## src/rtl/mbu_pkg.sv

```systemverilog
// Shared MBU definitions: address codes decoded by the MBU, debug opcodes,
// arbiter state encoding and the latched debug command.
package mbu_pkg;

  // MBU address codes; the MBU decoder uses the same values.
  localparam logic [4:0] MBU_MB     = 5'b11011;  // MBn via IR[2:0]
  localparam logic [4:0] MBU_C1C    = 5'b11100;
  localparam logic [4:0] MBU_C1D    = 5'b11101;
  localparam logic [4:0] MBU_CTX    = 5'b11110;
  localparam logic [2:0] MBU_AR_PFX = 3'b001;    // waddr[4:2] prefix for AR writes

  typedef enum logic [1:0] {
    OP_READ  = 2'b00,
    OP_WRITE = 2'b01,
    OP_DUMP  = 2'b10,
    OP_RSVD  = 2'b11   // behaves as a read
  } dbg_op_e;

  typedef enum logic [2:0] {
    ST_IDLE, ST_SETUP, ST_STROBE, ST_SAMPLE, ST_NEXT, ST_ACK
  } dbg_state_e;

  typedef struct packed {
    dbg_op_e    op;
    logic       ctx;    // target is CTX (sel >= 8)
    logic [7:0] wdata;
  } dbg_cmd_t;

  function automatic logic is_mbu_code(input logic [4:0] a);
    return (a == MBU_MB) || (a == MBU_C1C) || (a == MBU_C1D) || (a == MBU_CTX);
  endfunction

endpackage

```

## src/rtl/mbu_cu_detect.sv

```systemverilog
// Combinational CU-activity decode: the CU is touching the MBU (or an AR
// write is in flight) whenever it presents one of the MBU codes.
//   cu_raddr, cu_waddr : CU address decoder outputs
//   cu_act             : CU owns the MBU this cycle
module mbu_cu_detect
  import mbu_pkg::*;
(
  input  logic [4:0] cu_raddr,
  input  logic [4:0] cu_waddr,
  output logic       cu_act
);

  assign cu_act = is_mbu_code(cu_raddr) | is_mbu_code(cu_waddr) |
                  (cu_waddr[4:2] == MBU_AR_PFX);

endmodule

```

## src/rtl/mbu_dbg_arbiter.sv

```systemverilog
// MBU sequencer/arbiter between the CU and the debug requester.
// CU addresses pass through in IDLE; while halted and the CU is idle a debug
// request is granted and sequenced as SETUP -> STROBE (write) or
// SETUP -> SAMPLE (read/dump), with dumps walking MB0..MB7 through NEXT.
//   clk4/rsthold          : clock, synchronous active-high reset
//   halted                : debug grants allowed
//   cu_raddr/waddr/ir     : CU side; raddr/waddr/ir_sel : MBU side
//   dbg_req/op/sel/wdata  : debug request (level, held until dbg_ack)
//   dbg_rdata/rvalid/ack  : debug response pulses
//   ibus_in/out/oe        : IBUS sample and drive
//   busy                  : not IDLE
module mbu_dbg_arbiter
  import mbu_pkg::*;
#(
  parameter int unsigned SETUP_CYC = 1,
  parameter int unsigned STB_CYC   = 2
) (
  input  logic       clk4,
  input  logic       rsthold,
  input  logic       halted,
  input  logic [4:0] cu_raddr,
  input  logic [4:0] cu_waddr,
  input  logic [2:0] cu_ir,
  output logic [4:0] raddr,
  output logic [4:0] waddr,
  output logic [2:0] ir_sel,
  input  logic       dbg_req,
  input  logic [1:0] dbg_op,
  input  logic [3:0] dbg_sel,
  input  logic [7:0] dbg_wdata,
  output logic [7:0] dbg_rdata,
  output logic       dbg_rvalid,
  output logic       dbg_ack,
  input  logic [7:0] ibus_in,
  output logic [7:0] ibus_out,
  output logic       ibus_oe,
  output logic       busy
);

  localparam logic [1:0] SETUP_LAST = 2'(SETUP_CYC - 1);
  localparam logic [1:0] STB_LAST   = 2'(STB_CYC - 1);

  dbg_state_e state, state_nxt;
  dbg_cmd_t   cmd;
  logic [1:0] cyc, cyc_nxt;
  logic [2:0] idx, idx_nxt;
  logic       cu_act, grant, sample_last;
  logic       is_wr, is_dump;
  logic [4:0] code;

  mbu_cu_detect u_cu_detect (
    .cu_raddr (cu_raddr),
    .cu_waddr (cu_waddr),
    .cu_act   (cu_act)
  );

  assign is_wr   = (cmd.op == OP_WRITE);
  assign is_dump = (cmd.op == OP_DUMP);
  // A dump always walks MBn, whatever sel was.
  assign code    = (cmd.ctx && !is_dump) ? MBU_CTX : MBU_MB;

  always_ff @(posedge clk4) begin
    if (rsthold) begin
      state      <= ST_IDLE;
      cyc        <= '0;
      idx        <= '0;
      cmd        <= '{op: OP_READ, ctx: 1'b0, wdata: 8'h00};
      dbg_rdata  <= '0;
      dbg_rvalid <= 1'b0;
    end else begin
      state      <= state_nxt;
      cyc        <= cyc_nxt;
      idx        <= idx_nxt;
      dbg_rvalid <= sample_last;
      if (grant)
        cmd <= '{op: dbg_op_e'(dbg_op), ctx: dbg_sel[3], wdata: dbg_wdata};
      if (sample_last)
        dbg_rdata <= ibus_in;
    end
  end

  always_comb begin
    state_nxt   = state;
    cyc_nxt     = '0;
    idx_nxt     = idx;
    grant       = 1'b0;
    sample_last = 1'b0;
    raddr       = '0;
    waddr       = '0;
    ir_sel      = idx;
    ibus_oe     = 1'b0;
    unique case (state)
      ST_IDLE: begin
        raddr  = cu_raddr;
        waddr  = cu_waddr;
        ir_sel = cu_ir;
        // CU wins a same-cycle collision; the request just waits.
        if (dbg_req && halted && !cu_act) begin
          grant     = 1'b1;
          state_nxt = ST_SETUP;
          idx_nxt   = (dbg_op_e'(dbg_op) == OP_DUMP) ? 3'd0 : dbg_sel[2:0];
        end
      end
      ST_SETUP: begin
        // Write data goes on the bus first; waddr stays 00000 until STROBE.
        ibus_oe = is_wr;
        if (!is_wr) raddr = code;
        if (cyc == SETUP_LAST) state_nxt = is_wr ? ST_STROBE : ST_SAMPLE;
        else                   cyc_nxt   = cyc + 2'd1;
      end
      ST_STROBE: begin
        waddr   = code;
        ibus_oe = 1'b1;
        if (cyc == STB_LAST) state_nxt = ST_ACK;
        else                 cyc_nxt   = cyc + 2'd1;
      end
      ST_SAMPLE: begin
        raddr = code;
        if (cyc == STB_LAST) begin
          sample_last = 1'b1;
          state_nxt   = is_dump ? ST_NEXT : ST_ACK;
        end else begin
          cyc_nxt = cyc + 2'd1;
        end
      end
      ST_NEXT: begin
        if (idx == 3'd7) begin
          state_nxt = ST_ACK;
        end else begin
          idx_nxt   = idx + 3'd1;
          state_nxt = ST_SETUP;
        end
      end
      ST_ACK:  state_nxt = ST_IDLE;
      default: state_nxt = ST_IDLE;
    endcase
  end

  assign dbg_ack  = (state == ST_ACK);
  assign busy     = (state != ST_IDLE);
  assign ibus_out = ibus_oe ? cmd.wdata : 8'h00;

endmodule

```

## config.mk

```make
export PLATFORM = sky130hd
export DESIGN_NAME = mbu_dbg_arbiter
export DESIGN_NICKNAME = d
export VERILOG_FILES = /design/src/rtl/mbu_pkg.sv /design/src/rtl/mbu_cu_detect.sv /design/src/rtl/mbu_dbg_arbiter.sv
export SDC_FILE = /design/constraint.sdc
export NUM_CORES = 1
export LEC_CHECK = 0
export ABC_CLOCK_PERIOD_IN_PS = 2600
export BUFFER_PORTS_ARGS = -buffer_cell sky130_fd_sc_hd__buf_2
export CAP_MARGIN = 10
export CORE_MARGIN = 3
export CORE_UTILIZATION = 49
export DETAILED_ROUTE_END_ITERATION = 12
export HOLD_SLACK_MARGIN = 0.08
export PLACE_DENSITY = 0.84
export SETUP_SLACK_MARGIN = 0.3
export SYNTH_ARGS = -nofsm -noshare
export SYNTH_HDL_FRONTEND = slang
export SYNTH_HIERARCHICAL = 1
export SYNTH_SLANG_ARGS = --single-unit
```

## constraint.sdc

```tcl
create_clock -name clk4 -period 2.6 [get_ports clk4]
set_input_delay 0.26 -clock clk4 [delete_from_list [all_inputs] [get_ports clk4]]
set_output_delay 0.26 -clock clk4 [all_outputs]
set_load 0.005 [all_outputs]
```

Yosys cells after proc, flatten, opt, wreduce, memory -nomap -nowiden
Cells that the tools add are included.
{"block": "totals", "ff_bits": 28, "inputBits": 39, "output_inout_bits": 33}
{"block": "op_classes", "add_sub_neg": 2, "eq_ne": 24, "muxes": 26, "bitwise_logic": 2, "reduce_logical": 18}
{"cell": "5-bit equality test, second input constant", "n": 8}
{"cell": "3-bit 2-to-1 mux", "n": 10}
{"cell": "3-bit one-hot mux with 5 select lines", "n": 1}
{"cell": "5-bit one-hot mux with 3 select lines", "n": 1}
{"cell": "2-bit != test, second input constant", "n": 5}
{"cell": "5-bit one-hot mux with 2 select lines", "n": 1}
{"cell": "3-bit equality test, second input constant", "n": 3}
{"cell": "8-bit 2-to-1 mux", "n": 1}
{"cell": "3-bit by 1-bit equality test with 1-bit output, second input constant", "n": 2}
{"cell": "3-bit by 2-bit equality test with 1-bit output, second input constant", "n": 2}
{"cell": "1-bit logical OR", "n": 6}
{"cell": "1-bit 2-to-1 mux", "n": 6}
{"cell": "3-bit one-hot mux with 2 select lines", "n": 1}
{"cell": "5-bit 2-to-1 mux", "n": 1}
{"cell": "2-bit by 1-bit equality test with 1-bit output, second input constant", "n": 2}
{"cell": "2-bit equality test, second input constant", "n": 2}
{"cell": "2-bit 2-to-1 mux", "n": 2}
{"cell": "2-bit one-hot mux with 2 select lines", "n": 1}
{"cell": "4-bit AND reduction", "n": 1}
{"cell": "3-bit by 1-bit adder with 3-bit output, second input constant", "n": 1}
{"cell": "1-bit logical AND", "n": 3}
{"cell": "3-bit logical NOT", "n": 1}
{"cell": "3-bit AND reduction", "n": 1}
{"cell": "3-bit nonzero test", "n": 1}
{"cell": "other kinds (7)", "n": 9}

Longest topological paths before layout
Gate-level depths: netlist (run 1).
{"block": "depth", "ltp_word": 10, "depth_mapped": 8}

Cells and area by module
The synthesis (run 1) kept the hierarchy.
{"mod": "mbu_dbg_arbiter", "n_inst": 1, "cells_each": 187, "area_each_um2": 1470.2, "seq_area_each_um2": 560.5}
{"mod": "mbu_cu_detect", "n_inst": 1, "cells_each": 9, "area_each_um2": 55.1, "seq_area_each_um2": 0.0}

Worst setup path before layout (run 1)
OpenSTA, ideal clock, no wires.
{"block": "synth_timing", "path_type": "input -> register", "from": "in cu_raddr[1]", "to": "reg state[0]", "arrival_ns": 1.609, "setup_slack_ns": 0.921, "cell_stages": 7, "path_buffers": 0, "cell_sequence": "and3b_1 > o211ai_1 > o211ai_1 > nand3b_1 > a221o_2 > nand3b_1 > a21oi_1"}
{"block": "synth_between", "elab_chain_len": 10}
{"element": "start: declaration", "line_no": "mbu_dbg_arbiter.sv:21", "source": "input logic [4:0] cu_raddr,"}
{"element": "5-bit equality test", "line_no": "mbu_pkg.sv:30", "source": "return (a == MBU_MB) || (a == MBU_C1C) || (a == MBU_C1D) || (a == MBU_CTX);"}
{"element": "1-bit logical OR (2 in a row)", "line_no": "mbu_pkg.sv:30"}
{"element": "1-bit logical OR (*)", "line_no": "mbu_pkg.sv:30"}
{"element": "1-bit bitwise OR (*) (2 in a row)", "line_no": "mbu_cu_detect.sv:13", "source": "assign cu_act = is_mbu_code(cu_raddr) | is_mbu_code(cu_waddr) |"}
{"element": "net cu_act", "line_no": "mbu_dbg_arbiter.sv:47", "source": "logic cu_act, grant, sample_last;"}
{"element": "1-bit logical NOT (*)", "line_no": "mbu_dbg_arbiter.sv:98", "source": "if (dbg_req && halted && !cu_act) begin"}
{"element": "1-bit logical AND (*)", "line_no": "mbu_dbg_arbiter.sv:98"}
{"element": "2-bit != test (no source line) (*)"}
{"element": "4-bit AND reduction (no source line) (*)"}
{"element": "end signal: assignment", "line_no": "mbu_dbg_arbiter.sv:71", "source": "state <= state_nxt;"}
{"element": "end: declaration", "line_no": "mbu_dbg_arbiter.sv:43", "source": "dbg_state_e state, state_nxt;"}
The timed path passes the listed nets; every way through them passes the cells marked *.
A chain may end at the register's enable or synchronous reset.

Final worst setup path (run 1)
{"block": "layout_timing", "from": "reg state[2]", "to": "out ir_sel[0]"}
{"block": "layout_between", "elab_chain_len": 2}
{"element": "3-bit logical NOT", "line_no": "mbu_dbg_arbiter.sv:92", "source": "unique case (state)"}
{"element": "3-bit 2-to-1 mux", "line_no": "mbu_dbg_arbiter.sv:92"}
{"element": "end: declaration", "line_no": "mbu_dbg_arbiter.sv:26", "source": "output logic [2:0] ir_sel,"}
No other way between the ends.

==> out/summary.txt, run 1 <==
Worst slew pin tran - 0.648 ns
Worst-Skew Late Latency - 0.33 ns
Die outline height - 61.8 um
Combinational share of power - 0.446
Max Fclk - 473 MHz
Final hold violation count - 0
Post-synth top flop - dfxtp_1
Routed wire per std cell - 12.8 um
DRT Pass-1 Iters - 4
Final setup viols - 0
Slew headroom - 0.566
CP startpoint kind - register
Routed Antenna Nets - 0
Layout area overhead - 25.1%
Hold Path Class - in -> reg
NetSw - 550 uW
Syn avg cell area - 7.78 sq um
Synth Cell Area - 1530 sq um
Ant. Diodes - 0
Clk network pwr share - 0.150
Most instantiated cells after synthesis - nand2_1, dfxtp_1, a21oi_1, and2_1, ha_1
Initial core utilization - 0.535
Top cell type's share of synthesized area - 0.368
Power per Cell Area - 742 nW/um^2
WP data required - 2.34 ns
Max-Cap Viols - 0
First-pass GRT wire length - 5690 um
Num ports - 72
Reg power frac - 0.403
Outcome - complete, no violations
Remaining DRCs - 0
VDD IR-drop max - 433 uV
Finished Layout Cells - 292
Postcts setup bufs - 0
Longest Clk Path Bufs - 2
CP Max Fanout - 15
Sequential cell area fraction in the yosys report - 0.368
Area of the multi-input gates - 888 sq um
Final min period - 2.11 ns
Starting DRC count in detailed routing - 37
Max Slew Vio Count - 0
Async SR Flop Fraction - 0
Port Buffer Count - 71
Clock Pin Slew Worst Setup and Hold Paths - 0.15 ns
Initial antenna violation count - 0
Final Power - 1420 uW
Internal power - 866 uW
Unrepaired setup endpoints after global routing - false
Hpwl dp - 2870 um
Area leader, netlist - dfxtp_1
Die Footprint - 3820 sq um
CP endpoint kind - output pin
Final period util - 0.813
Switching share of power - 0.389
Die Span X - 61.8 um
Synth Warn # - 6
CTS sink cnt - 28
Final nets - 307
Layout Skew - 0.00954 ns
Syn Inst Count - 196
Number of flops mapped to enable cells by yosys - 0
Post-Syn Nets - 241
Register area - 563 sq um
Post-synth cell types - 42
Drt via density - 5.28
WS Path Type - reg -> out
GRT Overall Usage - 0.194
Leakage power total - 0.000883 uW
Fillcell total - 267
Largest net degree at the start of global routing - 29
Htree depth - 1
Top cells by area, synth - dfxtp_1, nand2_1, a21oi_1
Total gr overflow - 0
CORE AREA - 2850 sq um
Flops & latches, synth - 28
Clock buffer count from CTS - 3
Hold Buf Count CTS - 0
Setup TNS - 0 ns
Final RePlAce weighted congestion - 0.804
Clk root buf - clkbuf_4
Std cell rows - 19
CTS tree - yes
Count leader, synth - nand2_1
Placed insts - 288
Worst EP arrival - 1.85 ns
Vias in the first global route - 1361
Share of layout cells above drive strength 1 - 0.341
Via count - 1542
Total Wirelength - 3730 um
layout make-up:
| type | instances | area share |
|---|---|---|
| Clock buffer | 4 | 0.0190 |
| Inverter | 5 | 0.00984 |
| Multi-Input combinational cell | 152 | 0.466 |
| Sequential cell | 28 | 0.295 |
| Tap cell | 31 | 0.0203 |
| Timing Repair Buffer | 72 | 0.190 |
registers in the layout, summed over array words and instances (netlist names):
signal and count:
cmd 11, state 3, dbg_rdata 8, cyc 2, dbg_rvalid 1, idx 3
critical path, cell delays in order (launching register included):
cell,delay [ns]
dfxtp_1,0.50
nor3_2,0.57
inv_2,0.17
nand2_1,0.11
nand2_1,0.05
buf_2,0.12
layer usage:
| layer | global-route usage | wire length, um |
|---|---|---|
| met5 | 0 | 0 |
| met4 | 0.0182 | 0 |
| met3 | 0.0413 | 159 |
| met2 | 0.351 | 1900 |
| met1 | 0.245 | 1660 |
stage by stage:
step | worst slack, ns | util | hold slack (ns) | cell area [sq um]
final | 0.487 | 0.669 | 0.143 | 1910
after floorplan | 0.921 | - | 0.396 | 1530
after global placement | 0.632 | 0.654 | 0.436 | 1870
after global routing | 0.327 | 0.669 | 0.141 | 1910
after CTS | 0.412 | 0.668 | 0.132 | 1910
after detailed placement | 0.548 | 0.654 | 0.443 | 1870
worst paths after layout:
check | slack [ns] | startpoint | end | cells after the start
worst max register to register | 0.57 | state[2] | idx[0] | 6
worst min-delay path | 0.14 | ibus_in[2] | dbg_rdata[2] | 3
worst max-delay path | 0.49 | state[2] | ir_sel[0] | 5
worst min register to register | 0.46 | dbg_rdata[2] | dbg_rdata[2] | 2
repair_timing:
item | 4_1_cts | 5_1_grt
resized for setup | 2 | 1
gates cloned | 0 | 0
setup endpoints to repair | 9 | 8
placed cells by master (no fill, tap or decap), types with 2 or more instances in the layout:
master,count
buf_2,71
nand2_1,53
dfxtp_1,26
a21oi_1,22
and2_1,9
ha_1,6
nor2_1,5
nor3_1,5
inv_1,4
o21a_1,4
nand2b_1,3
nand3b_1,3
nor3b_1,3
a21o_1,3
o21ai_0,3
nand3_1,3
a311oi_1,3
clkbuf_4,3
a21oi_2,2
a31oi_1,2
nor2b_1,2
and3b_1,2
dfxtp_2,2
o211ai_1,2
power groups by stage:
stage,registers (uW),clock network (uW),logic (uW)
floorplan,517,0,498
finish,571,213,632
global route,584,232,709
CTS,568,220,637
detailed placement,576,0,632
global placement,571,0,619
kinds of logic after synthesis:
kind of cell | Yosys count | synth area share
simple gates | 95 | 0.309
compound gates | 50 | 0.216
flops | 28 | 0.368
buf+inv | 16 | 0.0525
fa+ha+maj | 6 | 0.0492
xor+xnor | 1 | 0.00574
Power figures use the tool's default switching activity.
==> run 2: changes to the inputs <==
--- a/config.mk
+++ b/config.mk
@@ -5,14 +5,14 @@
 export SDC_FILE = /design/constraint.sdc
 export NUM_CORES = 1
 export LEC_CHECK = 0
-export ABC_CLOCK_PERIOD_IN_PS = 2600
+export ABC_CLOCK_PERIOD_IN_PS = 2200
 export BUFFER_PORTS_ARGS = -buffer_cell sky130_fd_sc_hd__buf_2
 export CAP_MARGIN = 10
 export CORE_MARGIN = 3
-export CORE_UTILIZATION = 49
+export CORE_UTILIZATION = 46
 export DETAILED_ROUTE_END_ITERATION = 12
 export HOLD_SLACK_MARGIN = 0.08
-export PLACE_DENSITY = 0.84
+export PLACE_DENSITY = 0.79
 export SETUP_SLACK_MARGIN = 0.3
 export SYNTH_ARGS = -nofsm -noshare
 export SYNTH_HDL_FRONTEND = slang
==> constraint.sdc (replaced) <==
create_clock -name clk4 -period 2.2 [get_ports clk4]
set_input_delay 0.22 -clock clk4 [delete_from_list [all_inputs] [get_ports clk4]]
set_output_delay 0.22 -clock clk4 [all_outputs]
set_load 0.005 [all_outputs]
==> run 2 against run 1 <==
Effect of this change: combinational power rose by 49%; clock power fell by 3%; clock-buffer cell count decreased by 1; design area rose by 5.7%; via count rose by 2.7%; non-clock buffer count up 9; power rose by 27%; clock skew decreased by 0.00074 ns; critical path type unchanged; critical endpoint is now ibus_out[1]; largest cell class unchanged.
==> out/summary.txt, run 2 (synthesis gave the netlist of run 1 again) <==
CP max stage delay - 0.38 ns (-0.19 ns)
CP endpoint kind - output pin
Most frequent cells in the layout - buf_2, nand2_1, dfxtp_1
Max FFs per register - 11 (unchanged)
Stages on worst setup path - 5 (unchanged)
Routed wire per std cell - 12.2 um (-4.7%)
Std cell rows - 20 (+1)
CTS sink cnt - 28 (unchanged)
Clock buffer count from CTS - 3 (unchanged)
FF-to-FF path depth - 6 (unchanged)
CP Max Fanout - 6 (-9)
Largest regs - cmd x11, dbg_rdata x8
Die Footprint - 4040 sq um (+5.9%)
Total gr overflow - 0 (unchanged)
Hold path depth - 3 (unchanged)
Layout Skew - 0.00880 ns (-0.000735 ns)
First-pass GRT wire length - 6240 um (+9.8%)
Final setup viols - 0 (unchanged)
Share of layout cells above drive strength 1 - 0.367 (+0.0257)
Port Buffer Count - 71 (unchanged)
Final min period - 1.88 ns
GRT Overall Usage - 0.186 (-0.00807)
Cell family with the largest share of critical-path delay - simple AND/OR/NAND/NOR gates
Slowest cell on crit path - dfxtp_4
Vias in the first global route - 1454 (+6.8%)
Final hold violation count - 0 (unchanged)
Drt via density - 5.04 (-4.5%)
Most common cell after layout, fill and taps aside - buf_2
CORE AREA - 3100 sq um (+8.8%)
WP data required - 1.98 ns (-0.36 ns)
Max Fclk - 533 MHz
CP startpoint kind - register
Leakage power total - 0.000946 uW (+7.2%)
Max-Cap Viols - 0 (unchanged)
Starting DRC count in detailed routing - 42 (+14%)
Via count - 1583 (+2.7%)
VDD IR-drop max - 615 uV (+42%)
Final nets - 317 (+3.3%)
Num ports - 72 (unchanged)
Hold Buf Count CTS - 0 (unchanged)
Worst-Skew Late Latency - 0.32 ns (about the same)
Final RePlAce weighted congestion - 0.757 (-5.9%)
Layout area overhead - 32.2%
Hold Path Class - in -> reg
Final period util - 0.853
Initial core utilization - 0.492 (-0.0431)
Die outline height - 63.6 um (+2.9%)
Ant. Diodes - 0 (unchanged)
Worst EP arrival - 1.66 ns (-0.19 ns)
Max Slew Vio Count - 0 (unchanged)
CP cell instances - and2b_2, nand3b_1, a21oi_2, and2_1, buf_2
Hpwl dp - 2840 um (-1.1%)
Die Span X - 63.6 um (+2.9%)
Final Power - 1790 uW (+27%)
Slew headroom - 0.656 (+0.0898)
Clock Pin Slew Worst Setup and Hold Paths - 0.14 ns (about the same)
Setup TNS - 0 ns (unchanged)
Largest net degree at the start of global routing - 29 (unchanged)
Biggest register - cmd
DRT Pass-1 Iters - 4 (unchanged)
CTS tree - yes
Routed Antenna Nets - 0 (unchanged)
Outcome - complete, no violations
Remaining DRCs - 0 (unchanged)
Clk root buf - clkbuf_4
Worst slew pin tran - 0.517 ns (-0.131 ns)
Worst path bufs/invs - 1 (-1)
Total Wirelength - 3820 um (+2.4%)
Longest Clk Path Bufs - 2 (unchanged)
Unrepaired setup endpoints after global routing - true
Power per Cell Area - 890 nW/um^2 (+20%)
Fillcell total - 307 (+15%)
WS Path Type - reg -> out
Initial antenna violation count - 0 (unchanged)
Htree depth - 1 (unchanged)
[run 2: report_power, final]
part	total (uW)	internal, uW	switching, uW
Combinational	940	474	466
Sequential	649	576	72.4
Clock	206	64.3	142
Total	1790	1110	680
[run 2: path summary, 6_finish.rpt]
check,startpoint,endpoint,slack (ns)
max reg2reg,cyc[0],state[1],0.51
min reg2reg,cmd[6],cmd[6],0.46
max,state[1],ibus_out[1],0.32
min,ibus_in[6],dbg_rdata[6],0.11
[run 2: metal layers]
metal / GRT usage / vias up / wire (um)
met2: 0.340 / 32 / 2000
met1: 0.226 / 723 / 1620
li1: - / 824 / -
met3: 0.0357 / 4 / 158
met4: 0.0323 / 0 / 34
met5: 0 / - / 0
[run 2: per-stage QoR]
step / util / cell area [sq um] / setup WS [ns] / instances / hold WS (ns)
6_report: 0.650 / 2020 / 0.322 / 314 / 0.112
5_1_grt: 0.650 / 2020 / 0.264 / 314 / 0.0982
3_3_place_gp: 0.616 / 1910 / 0.383 / 305 / 0.438
2_1_floorplan: - / 1530 / 0.561 / 196 / 0.356
4_1_cts: 0.630 / 1960 / 0.313 / 308 / 0.109
3_5_place_dp: 0.616 / 1910 / 0.301 / 305 / 0.442
[run 2: repair_timing]
action,4_1_cts,5_1_grt
buffers inserted,0,5
endpoints found under the setup margin,17,10
resized for setup,6,3
pin swaps,0,6
gates cloned,0,1
[run 2: worst reg2reg max path: stages, from the launching register on]
cell and delay, ns:
dfxtp_1 0.36, inv_1 0.08, ha_1 0.21, nor4b_2 0.27, a221o_2 0.21, a21oi_2 0.04, a2111oi_1 0.38
[run 2: area by class of cell]
cell class | instances | area (sq um) | area share
Multi-Input combinational cell | 153 | 916 | 0.454
Timing Repair Buffer | 81 | 435 | 0.216
Tap cell | 44 | 55.1 | 0.0273
Clock buffer | 3 | 22.5 | 0.0112
Sequential cell | 28 | 569 | 0.282
Inverter | 5 | 18.8 | 0.00931
==> run 3: changes to the inputs <==
--- a/config.mk
+++ b/config.mk
@@ -8,8 +8,8 @@
 export ABC_CLOCK_PERIOD_IN_PS = 2200
 export BUFFER_PORTS_ARGS = -buffer_cell sky130_fd_sc_hd__buf_2
 export CAP_MARGIN = 10
-export CORE_MARGIN = 3
 export CORE_UTILIZATION = 46
+export CTS_CLUSTER_SIZE = 24
 export DETAILED_ROUTE_END_ITERATION = 12
 export HOLD_SLACK_MARGIN = 0.08
 export PLACE_DENSITY = 0.79
==> run 3 against run 2 <==
Effect of this change: setup slack worse by 0.014 ns; core utilization is 2.6 points higher; clock-buffer cell count stayed put; largest cell class unchanged; flip-flop and latch count stayed put; non-clock buffer count is 4 higher; power is 11% higher; clock skew is 0.0042 ns lower; die area is 12% lower; sequential share of layout area is 1.1 points lower; critical endpoint is now ibus_out[0]; first-iteration DRC count is 4.8% lower.
==> out/summary.txt, run 3 (synthesis gave the netlist of run 1 again) <==
Outcome - complete, no violations
Cell family with the largest share of critical-path delay - simple AND/OR/NAND/NOR gates
Largest net degree at the start of global routing - 29 (unchanged)
Worst path bufs/invs - 1 (unchanged)
Initial core utilization - 0.492 (unchanged)
Max-Cap Viols - 0 (unchanged)
Hpwl dp - 2740 um (-3.4%)
Remaining DRCs - 0 (unchanged)
Power per Cell Area - 952 nW/um^2 (+7.0%)
Final instance area - 2100 sq um (+4.0%)
Die Span X - 59.6 um (-6.3%)
Ant. Diodes - 0 (unchanged)
Largest regs - cmd x11, dbg_rdata x8
Die outline height - 59.6 um (-6.3%)
CP endpoint kind - output pin
Htree depth - 1 (unchanged)
Hold Path Class - in -> reg
Fillcell total - 278 (-9.4%)
WP data required - 1.98 ns (about the same)
Worst slew pin tran - 0.530 ns (+0.0133 ns)
DRT Pass-1 Iters - 4 (unchanged)
CP Max Fanout - 4 (-2)
Max Fclk - 529 MHz (-0.72%)
Final nets - 321 (+1.3%)
Max Slew Vio Count - 0 (unchanged)
WS Path Type - reg -> out
Most common cell after layout, fill and taps aside - buf_2
CP cell instances - and2b_2, nand3b_1, a21oi_2, and2_1, buf_2
Starting DRC count in detailed routing - 40 (-4.8%)
Fin worst setup slack - 0.309 ns (-0.0137 ns)
Layout area overhead - 37.5%
Setup TNS - 0 ns (unchanged)
Leakage power total - 0.000969 uW (+2.4%)
Final period util - 0.860 (+0.00622)
Worst EP arrival - 1.67 ns (about the same)
Clock Pin Slew Worst Setup and Hold Paths - 0.16 ns (+0.02 ns)
Routed Antenna Nets - 0 (unchanged)
CTS tree - yes
Slowest cell on crit path - dfxtp_4
Final RePlAce weighted congestion - 0.829 (+9.5%)
GRT Overall Usage - 0.233 (+0.0471)
CORE AREA - 3100 sq um (unchanged)
Finished Layout Cells - 319 (+1.6%)
Std cell rows - 20 (unchanged)
Unrepaired setup endpoints after global routing - true
Initial antenna violation count - 0 (unchanged)
Clk root buf - clkbuf_4
Vias in the first global route - 1432 (-1.5%)
Dpl ws - 0.296 ns (-0.00452 ns)
VDD IR-drop max - 542 uV (-12%)
Worst-Skew Late Latency - 0.34 ns (+0.02 ns)
Total gr overflow - 0 (unchanged)
Clock buffer count from CTS - 3 (unchanged)
Routed wire per std cell - 12.4 um (+2.1%)
Final hold violation count - 0 (unchanged)
Final setup viols - 0 (unchanged)
CP max stage delay - 0.39 ns (about the same)
Biggest register - cmd
Most frequent cells in the layout - buf_2, nand2_1, dfxtp_1
Hold path depth - 3 (unchanged)
Drt via density - 5.11 (+1.4%)
CP startpoint kind - register
Placed insts - 305 (unchanged)
Total Wirelength - 3960 um (+3.7%)
Share of layout cells above drive strength 1 - 0.382 (+0.0152)
Placed instance area - 1910 sq um (unchanged)
CTS sink cnt - 28 (unchanged)
Longest Clk Path Bufs - 2 (unchanged)
Via count - 1631 (+3.0%)
Slew headroom - 0.647 (-0.00888)
Final min period - 1.89 ns (+0.0137 ns)
First-pass GRT wire length - 6310 um (+1.1%)
FF-to-FF path depth - 6 (unchanged)
Port Buffer Count - 71 (unchanged)
Num ports - 72 (unchanged)
Stages on worst setup path - 5 (unchanged)
Layout Skew - 0.00456 ns (-0.00425 ns)
Max FFs per register - 11 (unchanged)
Die Footprint - 3550 sq um (-12%)
## run 3: layout make-up
cell class,instances,area [sq um],share of cell area
Clock buffer,3,22.5,0.0107
Clock inverter,1,30.0,0.0143
Inverter,5,18.8,0.00895
Multi-Input combinational cell,153,916,0.437
Sequential cell,28,569,0.271
Tap cell,44,55.1,0.0263
Timing Repair Buffer,85,485,0.232
## run 3: tightest hold or removal path, stage by stage
cell and delay, ns:
buf_2 0.09, nand2_1 0.04, a21oi_1 0.05
## run 3: what timing repair did
item / 4_1_cts / 5_1_grt
cloned: 1 / 0
hold endpoints to repair: 0 / 1
setup endpoints to repair: 17 / 17
resized for setup: 7 / 7
setup buffers: 4 / 4
pin swaps: 1 / 12
hold buffers: 0 / 1
## run 3: power breakdown
part,switching (uW),total [uW],internal (uW)
clock network,160,345,185
registers,69.1,645,576
logic,491,1010,515
## run 3: layer usage
metal  vias to the layer above  track usage  wire [um]
met1                       751        0.290       1730
met3                         6       0.0437        197
met5                         -            0          0
met4                         0       0.0664         59
met2                        42        0.408       1970
li1                        832            -          -
## run 3: worst paths after layout
check	to	start	slack, ns
max	ibus_out[0]	state[1]	0.31
min reg2reg	cmd[1]	cmd[1]	0.46
min	cmd[8]	dbg_sel[3]	0.09
max reg2reg	cmd[3]	state[1]	0.47
## run 3: per-stage QoR
| step | utilization | total power (uW) | hold WS (ns) |
|---|---|---|---|
| 2_1_floorplan | - | 1200 | 0.356 |
| 4_1_cts | 0.653 | 1920 | 0.0913 |
| 3_3_place_gp | 0.616 | 1460 | 0.440 |
| 5_1_grt | 0.676 | 2140 | 0.0780 |
| 3_5_place_dp | 0.616 | 1480 | 0.444 |
| 6_report | 0.676 | 2000 | 0.0900 |
